## src/rtl/cache_ctrl.sv

```systemverilog
// Direct-mapped write-back cache controller: 8 lines x 32 bytes in an external SRAM,
// backed by an external SDRAM. Tag/valid/dirty state lives here, one register set per line.
module cache_ctrl #(
    parameter int SD_RD_LAT  = 2,
    parameter int NUM_LINES  = 8,
    parameter int LINE_WORDS = 32
) (
    input  logic        clk,
    input  logic        rst,
    input  logic        cs,
    input  logic        wr_rd,
    input  logic [15:0] Address,
    input  logic [7:0]  DIn,
    output logic [7:0]  DOut,
    output logic        rdy,
    output logic [7:0]  sram_addr,
    output logic [7:0]  sram_din,
    input  logic [7:0]  sram_dout,
    output logic        sram_we,
    output logic [15:0] sd_addr,
    output logic [7:0]  sd_dout,
    input  logic [7:0]  sd_din,
    output logic        sd_mstrb,
    output logic        sd_wr_rd
);

    localparam int IDX_W = $clog2(NUM_LINES);
    localparam int OFF_W = $clog2(LINE_WORDS);
    localparam int TAG_W = 16 - IDX_W - OFF_W;
    localparam logic [OFF_W-1:0] CNT_LAST = OFF_W'(LINE_WORDS - 1);
    localparam logic [2:0]       LAT      = 3'(SD_RD_LAT);

    typedef enum logic [3:0] {
        S_IDLE,
        S_COMPARE,
        S_WR,
        S_RD,
        S_RDCAP,
        S_WB_A,
        S_WB_B,
        S_FILL_ISSUE,
        S_FILL_WAIT
    } state_t;

    state_t            r_state;
    logic              r_cs_q;
    logic [TAG_W-1:0]  r_tag;
    logic [IDX_W-1:0]  r_idx;
    logic [OFF_W-1:0]  r_off;
    logic              r_wr;
    logic [7:0]        r_din;
    logic [OFF_W-1:0]  r_cnt;
    logic [2:0]        r_lat;

    logic [7:0]        r_dout;
    logic              r_rdy;
    logic [7:0]        r_sram_addr;
    logic [7:0]        r_sram_din;
    logic              r_sram_we;
    logic [15:0]       r_sd_addr;
    logic [7:0]        r_sd_dout;
    logic              r_sd_mstrb;
    logic              r_sd_wr_rd;

    logic [NUM_LINES-1:0] w_valid;
    logic [NUM_LINES-1:0] w_dirty;
    logic [TAG_W-1:0]     w_tags [NUM_LINES];

    logic             w_req;
    logic             w_hit;
    logic             w_wr_done;
    logic             w_wb_done;
    logic             w_fill_capture;
    logic             w_fill_done;
    logic [OFF_W-1:0] w_cnt_inc;

    assign w_req          = cs & ~r_cs_q;
    assign w_hit          = w_valid[r_idx] && (w_tags[r_idx] == r_tag);
    assign w_cnt_inc      = r_cnt + OFF_W'(1);
    assign w_wr_done      = (r_state == S_WR);
    assign w_wb_done      = (r_state == S_WB_B) && (r_cnt == CNT_LAST);
    assign w_fill_capture = (r_state == S_FILL_WAIT) && (r_lat == LAT);
    assign w_fill_done    = w_fill_capture && (r_cnt == CNT_LAST);

    // Per-line bookkeeping; only the line selected by the latched index ever changes.
    genvar gi;
    generate
        for (gi = 0; gi < NUM_LINES; gi++) begin : g_line
            logic             r_line_valid;
            logic             r_line_dirty;
            logic [TAG_W-1:0] r_line_tag;
            logic             w_sel;

            assign w_sel       = (r_idx == IDX_W'(gi));
            assign w_valid[gi] = r_line_valid;
            assign w_dirty[gi] = r_line_dirty;
            assign w_tags[gi]  = r_line_tag;

            always_ff @(posedge clk) begin
                if (rst) begin
                    r_line_valid <= 1'b0;
                    r_line_dirty <= 1'b0;
                    r_line_tag   <= '0;
                end else if (w_sel) begin
                    if (w_fill_done) begin
                        r_line_tag   <= r_tag;
                        r_line_valid <= 1'b1;
                        r_line_dirty <= 1'b0;
                    end else if (w_wb_done) begin
                        r_line_dirty <= 1'b0;
                    end else if (w_wr_done) begin
                        r_line_dirty <= 1'b1;
                    end
                end
            end
        end
    endgenerate

    always_ff @(posedge clk) begin
        if (rst) begin
            r_state     <= S_IDLE;
            r_cs_q      <= 1'b0;
            r_tag       <= '0;
            r_idx       <= '0;
            r_off       <= '0;
            r_wr        <= 1'b0;
            r_din       <= '0;
            r_cnt       <= '0;
            r_lat       <= '0;
            r_dout      <= '0;
            r_rdy       <= 1'b1;
            r_sram_addr <= '0;
            r_sram_din  <= '0;
            r_sram_we   <= 1'b0;
            r_sd_addr   <= '0;
            r_sd_dout   <= '0;
            r_sd_mstrb  <= 1'b0;
            r_sd_wr_rd  <= 1'b0;
        end else begin
            r_cs_q     <= cs;
            r_sram_we  <= 1'b0;
            r_sd_mstrb <= 1'b0;
            case (r_state)
                S_IDLE: begin
                    if (w_req) begin
                        r_tag   <= Address[15:IDX_W+OFF_W];
                        r_idx   <= Address[IDX_W+OFF_W-1:OFF_W];
                        r_off   <= Address[OFF_W-1:0];
                        r_wr    <= wr_rd;
                        r_din   <= DIn;
                        r_rdy   <= 1'b0;
                        r_state <= S_COMPARE;
                    end
                end
                S_COMPARE: begin
                    r_cnt <= '0;
                    if (w_hit) begin
                        r_sram_addr <= {r_idx, r_off};
                        if (r_wr) begin
                            r_sram_we  <= 1'b1;
                            r_sram_din <= r_din;
                            r_state    <= S_WR;
                        end else begin
                            r_state <= S_RD;
                        end
                    end else if (w_valid[r_idx] && w_dirty[r_idx]) begin
                        r_sram_addr <= {r_idx, {OFF_W{1'b0}}};
                        r_state     <= S_WB_A;
                    end else begin
                        r_state <= S_FILL_ISSUE;
                    end
                end
                S_WR: begin
                    r_rdy   <= 1'b1;
                    r_state <= S_IDLE;
                end
                S_RD: begin
                    r_state <= S_RDCAP;
                end
                S_RDCAP: begin
                    r_dout  <= sram_dout;
                    r_rdy   <= 1'b1;
                    r_state <= S_IDLE;
                end
                S_WB_A: begin
                    r_state <= S_WB_B;
                end
                // The SRAM byte addressed in WB_A is on sram_dout now; ship it and
                // point the SRAM at the next byte so every word costs two cycles.
                S_WB_B: begin
                    r_sd_mstrb <= 1'b1;
                    r_sd_wr_rd <= 1'b1;
                    r_sd_addr  <= {w_tags[r_idx], r_idx, r_cnt};
                    r_sd_dout  <= sram_dout;
                    if (r_cnt == CNT_LAST) begin
                        r_cnt   <= '0;
                        r_state <= S_FILL_ISSUE;
                    end else begin
                        r_cnt       <= w_cnt_inc;
                        r_sram_addr <= {r_idx, w_cnt_inc};
                        r_state     <= S_WB_A;
                    end
                end
                S_FILL_ISSUE: begin
                    r_sd_mstrb <= 1'b1;
                    r_sd_wr_rd <= 1'b0;
                    r_sd_addr  <= {r_tag, r_idx, r_cnt};
                    r_lat      <= '0;
                    r_state    <= S_FILL_WAIT;
                end
                // sd_din is valid in the SD_RD_LAT-th cycle after the strobe cycle; the
                // edge that captures it also issues the next read, giving LAT+1 cycles/word.
                S_FILL_WAIT: begin
                    if (w_fill_capture) begin
                        r_sram_we   <= 1'b1;
                        r_sram_addr <= {r_idx, r_cnt};
                        r_sram_din  <= sd_din;
                        r_lat       <= '0;
                        if (r_cnt == CNT_LAST) begin
                            r_cnt   <= '0;
                            r_state <= S_COMPARE;
                        end else begin
                            r_cnt      <= w_cnt_inc;
                            r_sd_mstrb <= 1'b1;
                            r_sd_wr_rd <= 1'b0;
                            r_sd_addr  <= {r_tag, r_idx, w_cnt_inc};
                        end
                    end else begin
                        r_lat <= r_lat + 3'd1;
                    end
                end
                default: begin
                    r_state <= S_IDLE;
                end
            endcase
        end
    end

    assign DOut      = r_dout;
    assign rdy       = r_rdy;
    assign sram_addr = r_sram_addr;
    assign sram_din  = r_sram_din;
    assign sram_we   = r_sram_we;
    assign sd_addr   = r_sd_addr;
    assign sd_dout   = r_sd_dout;
    assign sd_mstrb  = r_sd_mstrb;
    assign sd_wr_rd  = r_sd_wr_rd;

endmodule

```

## config.mk

```make
export PLATFORM = sky130hd
export DESIGN_NAME = cache_ctrl
export DESIGN_NICKNAME = d
export VERILOG_FILES = /design/src/rtl/cache_ctrl.sv
export SDC_FILE = /design/constraint.sdc
export NUM_CORES = 1
export LEC_CHECK = 0
export BUFFER_PORTS_ARGS = -buffer_cell sky130_fd_sc_hd__buf_2
export CORE_MARGIN = 2
export CORE_UTILIZATION = 50
export CTS_BUF_LIST = sky130_fd_sc_hd__clkbuf_4 sky130_fd_sc_hd__clkbuf_8
export CTS_CLUSTER_DIAMETER = 120
export DETAILED_ROUTE_END_ITERATION = 8
export PLACE_DENSITY = 0.73
export SLEW_MARGIN = 10
export SYNTH_ARGS = -nofsm -noshare
export SYNTH_HDL_FRONTEND = slang
export SYNTH_SLANG_ARGS = --single-unit
```

## constraint.sdc

```tcl
create_clock -name clk -period 2.3 [get_ports clk]
set_clock_uncertainty 0.1 [all_clocks]
set_input_delay 0.23 -clock clk [delete_from_list [all_inputs] [get_ports clk]]
set_output_delay 0.23 -clock clk [all_outputs]
set_load 0.01 [all_outputs]
```

==> impl_metrics.tcl <==
set metrics [dict create \
    area_delta_synth_final_pct 32.10 \
    critPathTopFamily "multiplexers" \
    ant_nets 0 \
    synth_area_sq_mm 0.007390 \
    grt_antenna_before_repair 0 \
    synth_flop_cell "dfxtp_1" \
    initial_utilization_pct 51.04 \
    drt_iter0_markers 568 \
    clock-sinks 170 \
    crit_arrival_ns 2.86 \
    yosysUniqueCellTypes 64 \
    fin_ws_ns -0.2882 \
    nets 1135 \
    regArea_sq_mm 0.003415 \
    path_cells "buf_4, mux4_2, mux2i_4, xor2_2, nand4_1, nor2_2, buf_6, a311oi_2, o32ai_1" \
    syn_nets 943 \
    violations "negative setup slack" \
    regMostFlops "g_line.r_line_tag" \
    async_flop_share_pct 0 \
    place_area_sq_mm 0.008577 \
    cts_root_buf "clkbuf_8" \
    core_area_sq_mm 0.01448 \
    grt_max_degree 67 \
    peakVddDrop_v 0.0007969 \
    grt_overflow 0 \
    htreeDepth 4 \
    fillers 1142 \
    synth.most_common_cell "nand2_1" \
    viasPerCell 5.585 \
    crit_type "flip-flop to flip-flop" \
    report.final.slew_viol_count 0 \
    cts.reportedPaths.clkPinSlew_ns 0.10 \
    hold_viol 0 \
    min_path_cells 2 \
    period_needed_ns 2.588 \
    yosys_warnings 0 \
    max_freq_mhz 386.4 \
    setup_violations 19 \
    synthTopCellsByCount "203 x nand2_1, 170 x dfxtp_1, 116 x a21oi_1" \
    cts_buffers 17 \
    grt_pass1_wl_microns 35000 \
    globalplace.congestion 0.9282 \
    reg2reg_depth 9 \
    dp_hpwl_microns 14680 \
    rsz0062_at_grt "true" \
    largest_reg_flops 64 \
    synth_seq_cells 170 \
    yosys.area.top_type_share_pct 46.05 \
    path_depth 9 \
    cts.path.max_buffers 2 \
    dr.pass1.iters 6 \
    drv_cap 0 \
    die_w_microns 125.6 \
    syn_inst 895 \
    num_vias 7171 \
    drt-total-wl_microns 21760 \
    total_power_mw 6.280 \
    drive_above_1_share_pct 27.18 \
    hp-class "input port to flip-flop" \
    grt_pass1_vias 6740 \
    dieArea_sq_mm 0.01577 \
    synthTopCellsByArea "dfxtp_1 46%, nand2_1 10%, a21oi_1 7.9%" \
    rows 44 \
    cp.buffers_inverters 2 \
    synth_seq_area_share_pct 46.05 \
    pin_count 96 \
    slew_headroom_pct 49.14 \
    portBuffers 95 \
    critical_path.max_stage_delay_ns 0.52 \
    crit_path_start_kind "flip-flop" \
    gr-usage-all-layers_pct 27.71 \
    drc_errors 0 \
    outcome "finished, violations left" \
    synth_edf_count 0 \
    required_ns 2.58 \
    die_h_microns 125.6 \
    worstMarginPinSlew_ns 0.7629 \
    power_density_mw_per_mm2 643.3 \
    routedWlPerCell_microns 16.95 \
    min_period_over_period_pct 112.5 \
    path_max_fanout 8 \
    cp_slowest_cell "mux4_2" \
    postSynthAreaPerCell_sq_um 8.257 \
    multi_input_area_sq_mm 0.003884 \
    p_leak_nw 3.675 \
    yosys.area.top_type "dfxtp_1" \
    n_antenna_cell 0 \
    endpoint_kind "flip-flop" \
    cts_tree "yes" \
    clk_latency_ns 0.47 \
    fin_area_sq_mm 0.009762 \
]
where the power goes:
group	total [mW]	leakage, nW	internal (mW)	switching, mW
Combinational	1.12	2.12	0.515	0.605
Sequential	3.12	1.38	3.03	0.0858
Clock	2.04	0.183	0.805	1.24
placed cells by master (no fill, tap or decap), types with 8 or more instances in the layout:
cell type / instances
nand3_1: 8
a311oi_1: 14
nor2_1: 96
nor3_2: 10
o21ai_0: 8
nand2_1: 200
buf_2: 94
nor3_1: 14
clkbuf_8: 17
a21oi_1: 113
buf_4: 93
dlygate4sd3_1: 42
mux2i_1: 47
dfxtp_1: 167
a211oi_1: 18
path summary, 6_finish.rpt:
path	from	to	slack [ns]
worst max register to register	r_idx[0]	sram_addr[0]	-0.29
worst min-delay path	rst	r_cnt[4]	0.21
worst max-delay path	r_idx[0]	sram_addr[0]	-0.29
worst min register to register	sd_addr[5]	sd_addr[5]	0.36
cells by family (layout without fill, tap and decap cells):
group,after synthesis,count (layout),share of synthesized area (%)
AO/OA/AOI/OAI,197,197,16.39
XOR/XNOR,9,9,1.067
adder cells (fa/ha/maj),4,4,0.6773
buffers and inverters,77,282,4.605
flip-flops,170,170,46.05
multiplexers,58,58,9.296
AND/OR/NAND/NOR,380,380,21.91
per-layer routing:
layer  share of wire, %  GRT usage (%)  routed length (microns)  vias to the layer above
li1                   -              -                        -                     3476
met1                 43          36.76                     9356                     3392
met2                 48          44.80                    10540                      263
met3                6.8          6.761                     1479                       40
met4                1.7          8.562                      380                        0
met5                  0              0                        0                        -
timing repair:
| action | 4_1_cts | 5_1_grt |
|---|---|---|
| endpoints found under the hold margin | 50 | 0 |
| setup endpoints to repair | 21 | 63 |
| gates resized for setup | 43 | 20 |
| hold buffers | 42 | 0 |
| pin swaps | 15 | 21 |
| setup buffers | 3 | 7 |
| gates cloned | 2 | 0 |
layout make-up:
class / instances / area share, %
multi-input combinational: 648 / 39.78
sequential: 170 / 34.98
timing repair buffer: 243 / 18.66
clock buffer: 17 / 2.397
tap: 184 / 2.358
clock inverter: 15 / 1.551
inverter: 7 / 0.2692
per-stage QoR:
step	utilization (%)	cells	setup WS, ns	hold WS (ns)	TNS, ns
2_1_floorplan	-	895	-0.03696	0.2582	-0.9610
3_3_place_gp	59.24	1199	-0.2535	0.3374	-3.634
3_5_place_dp	59.24	1199	-0.3108	0.3445	-4.614
4_1_cts	66.47	1278	-0.2087	0.1764	-3.152
5_1_grt	67.42	1284	-0.3979	0.1842	-6.352
6_report	67.42	1284	-0.2882	0.2084	-4.105
(Power assumes the default switching activity.)
